### src/rtl/cs_overwrite_pipe.sv
// cs_overwrite_pipe: registered control-store overwrite stage.
//
// Collects x86 prefix bytes into per-instruction prefix state. On each accepted
// instruction it rewrites the operand-size, ModRM and segment fields of the
// selected control-store word, then queues the result in an output FIFO.
//
// Optional feature (macro CS_OVR_STATS_EN): saturating per-override event
// counters stat_size / stat_mod / stat_seg, cleared by reset only.
//
// Ports:
//   clk, rst            clock, asynchronous active-low reset
//   flush               synchronous flush of FIFO and prefix state
//   pref_valid/byte     prefix byte input
//   in_valid/in_ready   instruction handshake (cw_in, B2, B3)
//   out_valid/ready     FIFO head handshake (cw_out, is_rep_out, pref_ovf_out)
//   stat_*              override event counters (CS_OVR_STATS_EN only)

module cs_overwrite_pipe #(
  parameter int unsigned CW_W       = 227,
  parameter int unsigned NSEG       = 6,
  parameter int unsigned MAXPREF    = 4,
  parameter int unsigned OBUF_DEPTH = 2
) (
  input  logic            clk,
  input  logic            rst,
  input  logic            flush,
  input  logic            pref_valid,
  input  logic [7:0]      pref_byte,
  input  logic            in_valid,
  output logic            in_ready,
  input  logic [CW_W-1:0] cw_in,
  input  logic [7:0]      B2,
  input  logic [7:0]      B3,
  output logic            out_valid,
  input  logic            out_ready,
  output logic [CW_W-1:0] cw_out,
  output logic            is_rep_out,
  output logic            pref_ovf_out
`ifdef CS_OVR_STATS_EN
  ,
  output logic [15:0]     stat_size,
  output logic [15:0]     stat_mod,
  output logic [15:0]     stat_seg
`endif
);

  // csAdapter field layout inside the control-store word.
  localparam int unsigned SizeLo      = 0;   // [1:0]
  localparam int unsigned IsModBit    = 2;
  localparam int unsigned IsDoubleBit = 3;
  localparam int unsigned M1RwLo      = 4;   // [5:4]
  localparam int unsigned R2Lo        = 6;   // [8:6]
  localparam int unsigned S3Lo        = 9;   // [11:9]
  localparam int unsigned R1Lo        = 12;  // [14:12]
  localparam int unsigned S3ModOvrBit = 15;
  localparam int unsigned R1ModOvrBit = 16;
  localparam int unsigned OpModOvrLo  = 17;  // [18:17]
  localparam int unsigned S1Lo        = 19;  // [21:19]
  localparam int unsigned Dest1Lo     = 22;  // [34:22]
  localparam int unsigned Op1Lo       = 35;  // [47:35]
  localparam int unsigned Dest2Lo     = 48;  // [60:48]
  localparam int unsigned Op2Lo       = 61;  // [73:61]

  localparam int unsigned CntW = $clog2(MAXPREF + 2);
  localparam int unsigned AW   = $clog2(OBUF_DEPTH);
  localparam logic [CntW-1:0] CntSat  = CntW'(MAXPREF + 1);
  localparam logic [CntW-1:0] PrefMax = CntW'(MAXPREF);

  // ---------------------------------------------------------------------------
  // Prefix decode and accumulation
  // ---------------------------------------------------------------------------
  logic            rep_q, rep_d, size_q, size_d, seg_q, seg_d;
  logic [NSEG-1:0] seg_sel_q, seg_sel_d;
  logic [CntW-1:0] cnt_q, cnt_d;

  logic            dec_rep, dec_size, dec_seg, dec_hit;
  logic [NSEG-1:0] dec_seg_sel;

  always_comb begin
    dec_rep     = 1'b0;
    dec_size    = 1'b0;
    dec_seg     = 1'b0;
    dec_seg_sel = '0;
    if (pref_valid) begin
      unique case (pref_byte)
        8'hF2, 8'hF3: dec_rep  = 1'b1;
        8'h66:        dec_size = 1'b1;
        8'h26: begin dec_seg = 1'b1; dec_seg_sel[0] = 1'b1; end
        8'h2E: begin dec_seg = 1'b1; dec_seg_sel[1] = 1'b1; end
        8'h36: begin dec_seg = 1'b1; dec_seg_sel[2] = 1'b1; end
        8'h3E: begin dec_seg = 1'b1; dec_seg_sel[3] = 1'b1; end
        8'h64: begin dec_seg = 1'b1; dec_seg_sel[4] = 1'b1; end
        8'h65: begin dec_seg = 1'b1; dec_seg_sel[5] = 1'b1; end
        default: ;
      endcase
    end
    dec_hit = dec_rep | dec_size | dec_seg;
  end

  // Effective prefix state includes a prefix arriving in the accept cycle.
  logic            rep_eff, size_eff, seg_eff, ovf_eff;
  logic [NSEG-1:0] seg_sel_eff;
  logic [CntW-1:0] cnt_eff;

  always_comb begin
    rep_eff     = rep_q | dec_rep;
    size_eff    = size_q | dec_size;
    seg_eff     = seg_q | dec_seg;
    seg_sel_eff = dec_seg ? dec_seg_sel : seg_sel_q;
    cnt_eff     = (dec_hit && (cnt_q != CntSat)) ? cnt_q + 1'b1 : cnt_q;
    ovf_eff     = cnt_eff > PrefMax;
  end

  logic full, empty, accept, pop;

  assign in_ready = ~full;
  assign accept   = in_valid & in_ready & ~flush;
  assign pop      = out_valid & out_ready & ~flush;

  always_comb begin
    rep_d     = rep_q;
    size_d    = size_q;
    seg_d     = seg_q;
    seg_sel_d = seg_sel_q;
    cnt_d     = cnt_q;
    if (flush || accept) begin
      rep_d     = 1'b0;
      size_d    = 1'b0;
      seg_d     = 1'b0;
      seg_sel_d = '0;
      cnt_d     = '0;
    end else if (dec_hit) begin
      rep_d     = rep_eff;
      size_d    = size_eff;
      seg_d     = seg_eff;
      seg_sel_d = seg_sel_eff;
      cnt_d     = cnt_eff;
    end
  end

  always_ff @(posedge clk or negedge rst) begin
    if (!rst) begin
      rep_q     <= 1'b0;
      size_q    <= 1'b0;
      seg_q     <= 1'b0;
      seg_sel_q <= '0;
      cnt_q     <= '0;
    end else begin
      rep_q     <= rep_d;
      size_q    <= size_d;
      seg_q     <= seg_d;
      seg_sel_q <= seg_sel_d;
      cnt_q     <= cnt_d;
    end
  end

  // ---------------------------------------------------------------------------
  // Field overrides
  // ---------------------------------------------------------------------------
  logic [7:0]      modrm;
  logic            is_mod, mod3, size_fire, seg_fire;
  logic [2:0]      seg_idx;
  logic [CW_W-1:0] cw_ovr;

  always_comb begin
    seg_idx = '0;
    for (int unsigned i = 0; i < NSEG; i++) begin
      if (seg_sel_eff[i]) seg_idx = 3'(i);
    end
  end

  always_comb begin
    modrm     = cw_in[IsDoubleBit] ? B3 : B2;
    is_mod    = cw_in[IsModBit];
    mod3      = is_mod & modrm[7] & modrm[6];
    size_fire = size_eff & (cw_in[SizeLo +: 2] == 2'b10);
    seg_fire  = is_mod & seg_eff;

    cw_ovr = cw_in;
    if (size_fire) cw_ovr[SizeLo +: 2] = 2'b01;
    if (mod3) begin
      cw_ovr[M1RwLo +: 2] = 2'b00;
      cw_ovr[R2Lo +: 3]   = modrm[2:0];
      if (cw_in[S3ModOvrBit]) cw_ovr[S3Lo +: 3] = modrm[5:3];
      if (cw_in[R1ModOvrBit]) cw_ovr[R1Lo +: 3] = modrm[5:3];
    end
    if (cw_in[Dest1Lo + 8] && cw_in[OpModOvrLo]) begin
      cw_ovr[Dest1Lo +: 13] = 13'h0002;
      cw_ovr[Op1Lo +: 13]   = 13'h0002;
    end
    if (cw_in[Dest2Lo + 8] && cw_in[OpModOvrLo + 1]) begin
      cw_ovr[Dest2Lo +: 13] = 13'h0002;
      cw_ovr[Op2Lo +: 13]   = 13'h0002;
    end
    if (seg_fire) cw_ovr[S1Lo +: 3] = seg_idx;
  end

  // ---------------------------------------------------------------------------
  // Output FIFO; pointers carry one extra wrap bit to tell full from empty.
  // ---------------------------------------------------------------------------
  logic [CW_W-1:0] mem_cw_q  [OBUF_DEPTH];
  logic            mem_rep_q [OBUF_DEPTH];
  logic            mem_ovf_q [OBUF_DEPTH];
  logic [AW:0]     wr_ptr_q, wr_ptr_d, rd_ptr_q, rd_ptr_d;

  assign empty = (wr_ptr_q == rd_ptr_q);
  assign full  = (wr_ptr_q[AW] != rd_ptr_q[AW]) && (wr_ptr_q[AW-1:0] == rd_ptr_q[AW-1:0]);

  always_comb begin
    wr_ptr_d = wr_ptr_q;
    rd_ptr_d = rd_ptr_q;
    if (flush) begin
      wr_ptr_d = '0;
      rd_ptr_d = '0;
    end else begin
      if (accept) wr_ptr_d = wr_ptr_q + 1'b1;
      if (pop)    rd_ptr_d = rd_ptr_q + 1'b1;
    end
  end

  always_ff @(posedge clk or negedge rst) begin
    if (!rst) begin
      wr_ptr_q <= '0;
      rd_ptr_q <= '0;
      for (int unsigned i = 0; i < OBUF_DEPTH; i++) begin
        mem_cw_q[i]  <= '0;
        mem_rep_q[i] <= 1'b0;
        mem_ovf_q[i] <= 1'b0;
      end
    end else begin
      wr_ptr_q <= wr_ptr_d;
      rd_ptr_q <= rd_ptr_d;
      if (accept) begin
        mem_cw_q[wr_ptr_q[AW-1:0]]  <= cw_ovr;
        mem_rep_q[wr_ptr_q[AW-1:0]] <= rep_eff;
        mem_ovf_q[wr_ptr_q[AW-1:0]] <= ovf_eff;
      end
    end
  end

  // Outputs read as zero whenever the FIFO is empty.
  always_comb begin
    out_valid    = ~empty;
    cw_out       = '0;
    is_rep_out   = 1'b0;
    pref_ovf_out = 1'b0;
    if (!empty) begin
      cw_out       = mem_cw_q[rd_ptr_q[AW-1:0]];
      is_rep_out   = mem_rep_q[rd_ptr_q[AW-1:0]];
      pref_ovf_out = mem_ovf_q[rd_ptr_q[AW-1:0]];
    end
  end

`ifdef CS_OVR_STATS_EN
  // ---------------------------------------------------------------------------
  // Saturating override counters; flush deliberately leaves them alone.
  // ---------------------------------------------------------------------------
  logic [15:0] stat_size_q, stat_size_d, stat_mod_q, stat_mod_d, stat_seg_q, stat_seg_d;

  always_comb begin
    stat_size_d = stat_size_q;
    stat_mod_d  = stat_mod_q;
    stat_seg_d  = stat_seg_q;
    if (accept) begin
      if (size_fire && (stat_size_q != 16'hFFFF)) stat_size_d = stat_size_q + 16'd1;
      if (mod3 && (stat_mod_q != 16'hFFFF))       stat_mod_d  = stat_mod_q + 16'd1;
      if (seg_fire && (stat_seg_q != 16'hFFFF))   stat_seg_d  = stat_seg_q + 16'd1;
    end
  end

  always_ff @(posedge clk or negedge rst) begin
    if (!rst) begin
      stat_size_q <= '0;
      stat_mod_q  <= '0;
      stat_seg_q  <= '0;
    end else begin
      stat_size_q <= stat_size_d;
      stat_mod_q  <= stat_mod_d;
      stat_seg_q  <= stat_seg_d;
    end
  end

  assign stat_size = stat_size_q;
  assign stat_mod  = stat_mod_q;
  assign stat_seg  = stat_seg_q;
`endif

endmodule

### config.mk
export PLATFORM = sky130hd
export DESIGN_NAME = cs_overwrite_pipe
export DESIGN_NICKNAME = d
export VERILOG_FILES = /design/src/rtl/cs_overwrite_pipe.sv
export SDC_FILE = /design/constraint.sdc
export NUM_CORES = 1
export LEC_CHECK = 0
export BUFFER_PORTS_ARGS = -buffer_cell sky130_fd_sc_hd__buf_4
export CAP_MARGIN = 10
export CORE_ASPECT_RATIO = 0.5
export CORE_MARGIN = 5
export CORE_UTILIZATION = 55
export CTS_CLUSTER_SIZE = 10
export DETAILED_ROUTE_END_ITERATION = 8
export GPL_ROUTABILITY_DRIVEN = 0
export PLACE_DENSITY = 0.81
export SLEW_MARGIN = 20
export SYNTH_ARGS = -nofsm -noshare
export SYNTH_HDL_FRONTEND = slang
export SYNTH_SLANG_ARGS = --single-unit
### constraint.sdc
create_clock -name clk -period 5.5 [get_ports clk]
set_clock_uncertainty 0.15 [all_clocks]
set_input_delay 0.825 -clock clk [delete_from_list [all_inputs] [get_ports clk]]
set_output_delay 0.825 -clock clk [all_outputs]
set_load 0.1 [all_outputs]
==> impl_metrics.toml <==
[timing]
drv_slew = 0
tightest_slew_ns = 1.10
fin_crit_ns = 4.07
hold_ws_ns = 0.118
rsz0062_at_grt = "no"
slew_headroom_pct = 26.0
fmax_ghz = 0.246
fin_setup_tns_ns = 0
setup_viol = 0
finalCritPeriodShare_pct = 73.9
final_hold_viol_count = 0

[floorplan]
io_pins = 488
die_width_um = 290
start_util_pct = 55.5
core-area_um2 = 38800
die_h_um = 150
die_area_um2 = 43400
fp-row-count = 51

[clock_tree]
htreeDepth = 2
cts_resized = 0
post_cts_buffers = 0
cts_hold_buf = 0
cts_sinks = 473
cts_buffer_depth = 3
root_buffer = "clkbuf_16"
cts_tree = "built"
numCtsBuffers = 53
path_clk_slew_ns = 0.06
clock_latency_ns = 0.57

[synth]
synth_compound_area_share_pct = 4.53
synth_top_family_by_area = "simple AND/OR/NAND/NOR gates"
synth_seq_cells = 473
synth_edf_count = 0
syn_area_um2 = 21500
synth-main-ff-cell = "dfrtp_1"
ys_types = 49
syn_inst = 2504
seq_area_frac_synth_pct = 55.0
synth_adder_area_share_pct = 0.116
yosysWarnings = 0
async_flop_share_pct = 100
synth_xor_xnor_area_share_pct = 0.244
synth.area.mux_share_pct = 11.3
synthSimpleGateAreaFrac_pct = 25.5
avgSynthCellArea_um2 = 8.60
syn_nets = 2763

[run_status]
status = "finished, final reports clean"

[route]
drt_iter0_markers = 1490
drc = 0
wl_met3_um = 2800
routedWlPerCell_um = 17.9
postRouteAntennaNets = 0
vias = 18200
wl_met1_um = 24000
wl_met2_um = 31300
postRouteWirelength_um = 61400
vias_per_cell = 5.28
routed.top_layer = "met4"
detail_route.first_pass.iterations = 5

[placed_design]
hpwlAfterDp_um = 40500
dp_cells = 3380
portBuffers = 487

[cells_and_area]
instances_no_fill = 3442
drive_above_1_share_pct = 19.9
fillCellCount = 3073
area_delta_synth_final_pct = 24.8
final_cell_mix = "nand2_1 (1152), buf_4 (495), dfrtp_1 (472)"
final_common_cell = "nand2_1"
final_util_pct = 69.2
nets = 3164

[worst_setup_path]
critPathLaunchType = "register"
r2r_slack_ns = 2.22
regToRegStartpoint = "rd_ptr_q[0]$_DFFE_PN0P_"
max_stage_delay_ns = 0.86
end_kind = "primary output"
crit_fanout = 41
crit_top_cell = "buf_4"
crit_required_ns = 4.53
worst-setup-path-type = "reg -> out"
cpMaxStageDelayCell = "dfrtp_4"
path_cells = "buf_4 -> mux2i_1 -> nor2_1 -> buf_4"
crit_arrival_ns = 3.09
r2r_cells = 7
r2r-end = "mem_cw_q[114]$_DFFE_PN0P_"

[pwr]
p_sw_share_pct = 52.2
ir_drop_mv = 0.517
p_sw_mw = 9.52
p_leak_nw = 13.9
power_density_nw_per_um2 = 679
power.total_mw = 18.2
p_int_mw = 8.72
comb_power_share_pct = 52.8
pwr-share-clk_pct = 16.6
seq_power_share_pct = 30.6

[min_path]
hp-class = "in -> async"

[global_routing]
grt_use_total_pct = 27.5
antenna_found_initial = 4
grt_max_degree = 196
grt-ovfl-total = 0
grt_pass1_vias = 17900
grt_pass1_wl_um = 95400

[run]
max_cap_violations = 0
## cells in the mapped netlist (2+ instances only)
cell | n | share of area (%)
nand2_1 | 1152 | 20
dfrtp_1 | 473 | 55
nor2_1 | 247 | 4.3
mux2i_1 | 238 | 11
o21ai_0 | 147 | 3.4
clkbuf_1 | 87 | 1.5
buf_2 | 62 | 1.4
a21oi_1 | 15 | 0.35
buf_1 | 10 | 0.17
inv_1 | 7 | 0.12
nor2b_1 | 6 | 0.17
mux2_2 | 4 | 0.21
nand2b_1 | 4 | 0.12
nand3_1 | 4 | 0.093
o31ai_1 | 4 | 0.14
nor3_1 | 3 | 0.070
xnor2_1 | 3 | 0.12
xor2_1 | 3 | 0.12
a22oi_1 | 2 | 0.070
buf_6 | 2 | 0.10
ha_1 | 2 | 0.12
nor3b_1 | 2 | 0.070
## per-layer routing
metal | track usage [%] | up-vias
met5 | 0 | -
met1 | 33.9 | 8776
li1 | - | 8696
met3 | 3.93 | 189
met4 | 13.7 | 0
met2 | 47.8 | 516
## sequential cells by signal (all words and copies together) (netlist names)
name	cells
seg_q	1
mem_cw_q	454
wr_ptr_q	2
cnt_q	3
rd_ptr_q	2
seg_sel_q	5
rep_q	1
size_q	1
mem_rep_q	2
mem_ovf_q	2
## metrics by stage
stage / setup slack (ns) / area, µm²
after floorplan: 1.94 / 21500
after global placement: 2.06 / 25500
after detailed placement: 2.08 / 25500
after CTS: 1.46 / 26800
after global routing: 1.29 / 26900
final: 1.43 / 26900
## worst max-delay path by stage
stage,from,end,slack [ns]
6_report,rd_ptr_q[0]$_DFFE_PN0P_,cw_out[5],1.43
5_1_grt,rd_ptr_q[0]$_DFFE_PN0P_,out_valid,1.29
4_1_cts,rd_ptr_q[0]$_DFFE_PN0P_,cw_out[33],1.46
3_5_place_dp,rd_ptr_q[0]$_DFFE_PN0P_,cw_out[5],2.08
3_3_place_gp,rd_ptr_q[0]$_DFFE_PN0P_,cw_out[5],2.06
2_1_floorplan,rd_ptr_q[0]$_DFFE_PN0P_,cw_out[0],1.94
## worst max-delay path: cells and delay by family (launching register included)
kind                   cells  cell delay, ns
multiplexers               1            0.49
buffers and inverters      2            1.00
AND/OR/NAND/NOR            1            0.10
flip-flops                 1            0.86
## kinds of logic after synthesis
kind of cell	Yosys count
and+or+nand+nor	1431
DFF	473
adders and majority gates	2
xor gates and xnor gates	6
muxes	242
buffers and inverters	168
AOI/OAI and AO/OA	182
## cell type report
type                       instances  area [µm²]  share of cell area [%]
clock buffer                      54        1330                    4.95
sequential                       473       11800                    44.1
timing repair buffer             507        3950                    14.7
tap                              530         663                    2.47
clock inverter                     4        46.3                   0.172
multi-input combinational       1863        8990                    33.5
inverter                           7        26.3                  0.0978
antenna                            4        10.0                  0.0373
## power by group through the flow
| stage | logic, mW | registers (mW) | clock network (mW) |
|---|---|---|---|
| after global routing | 10.1 | 5.75 | 3.23 |
| after CTS | 9.67 | 5.58 | 3.09 |
| after floorplan | 7.67 | 5.37 | 0 |
| final | 9.63 | 5.59 | 3.03 |
| after global placement | 9.52 | 5.55 | 0 |
| after detailed placement | 9.63 | 5.63 | 0 |
No activity file was read; power rests on OpenSTA's default activity.
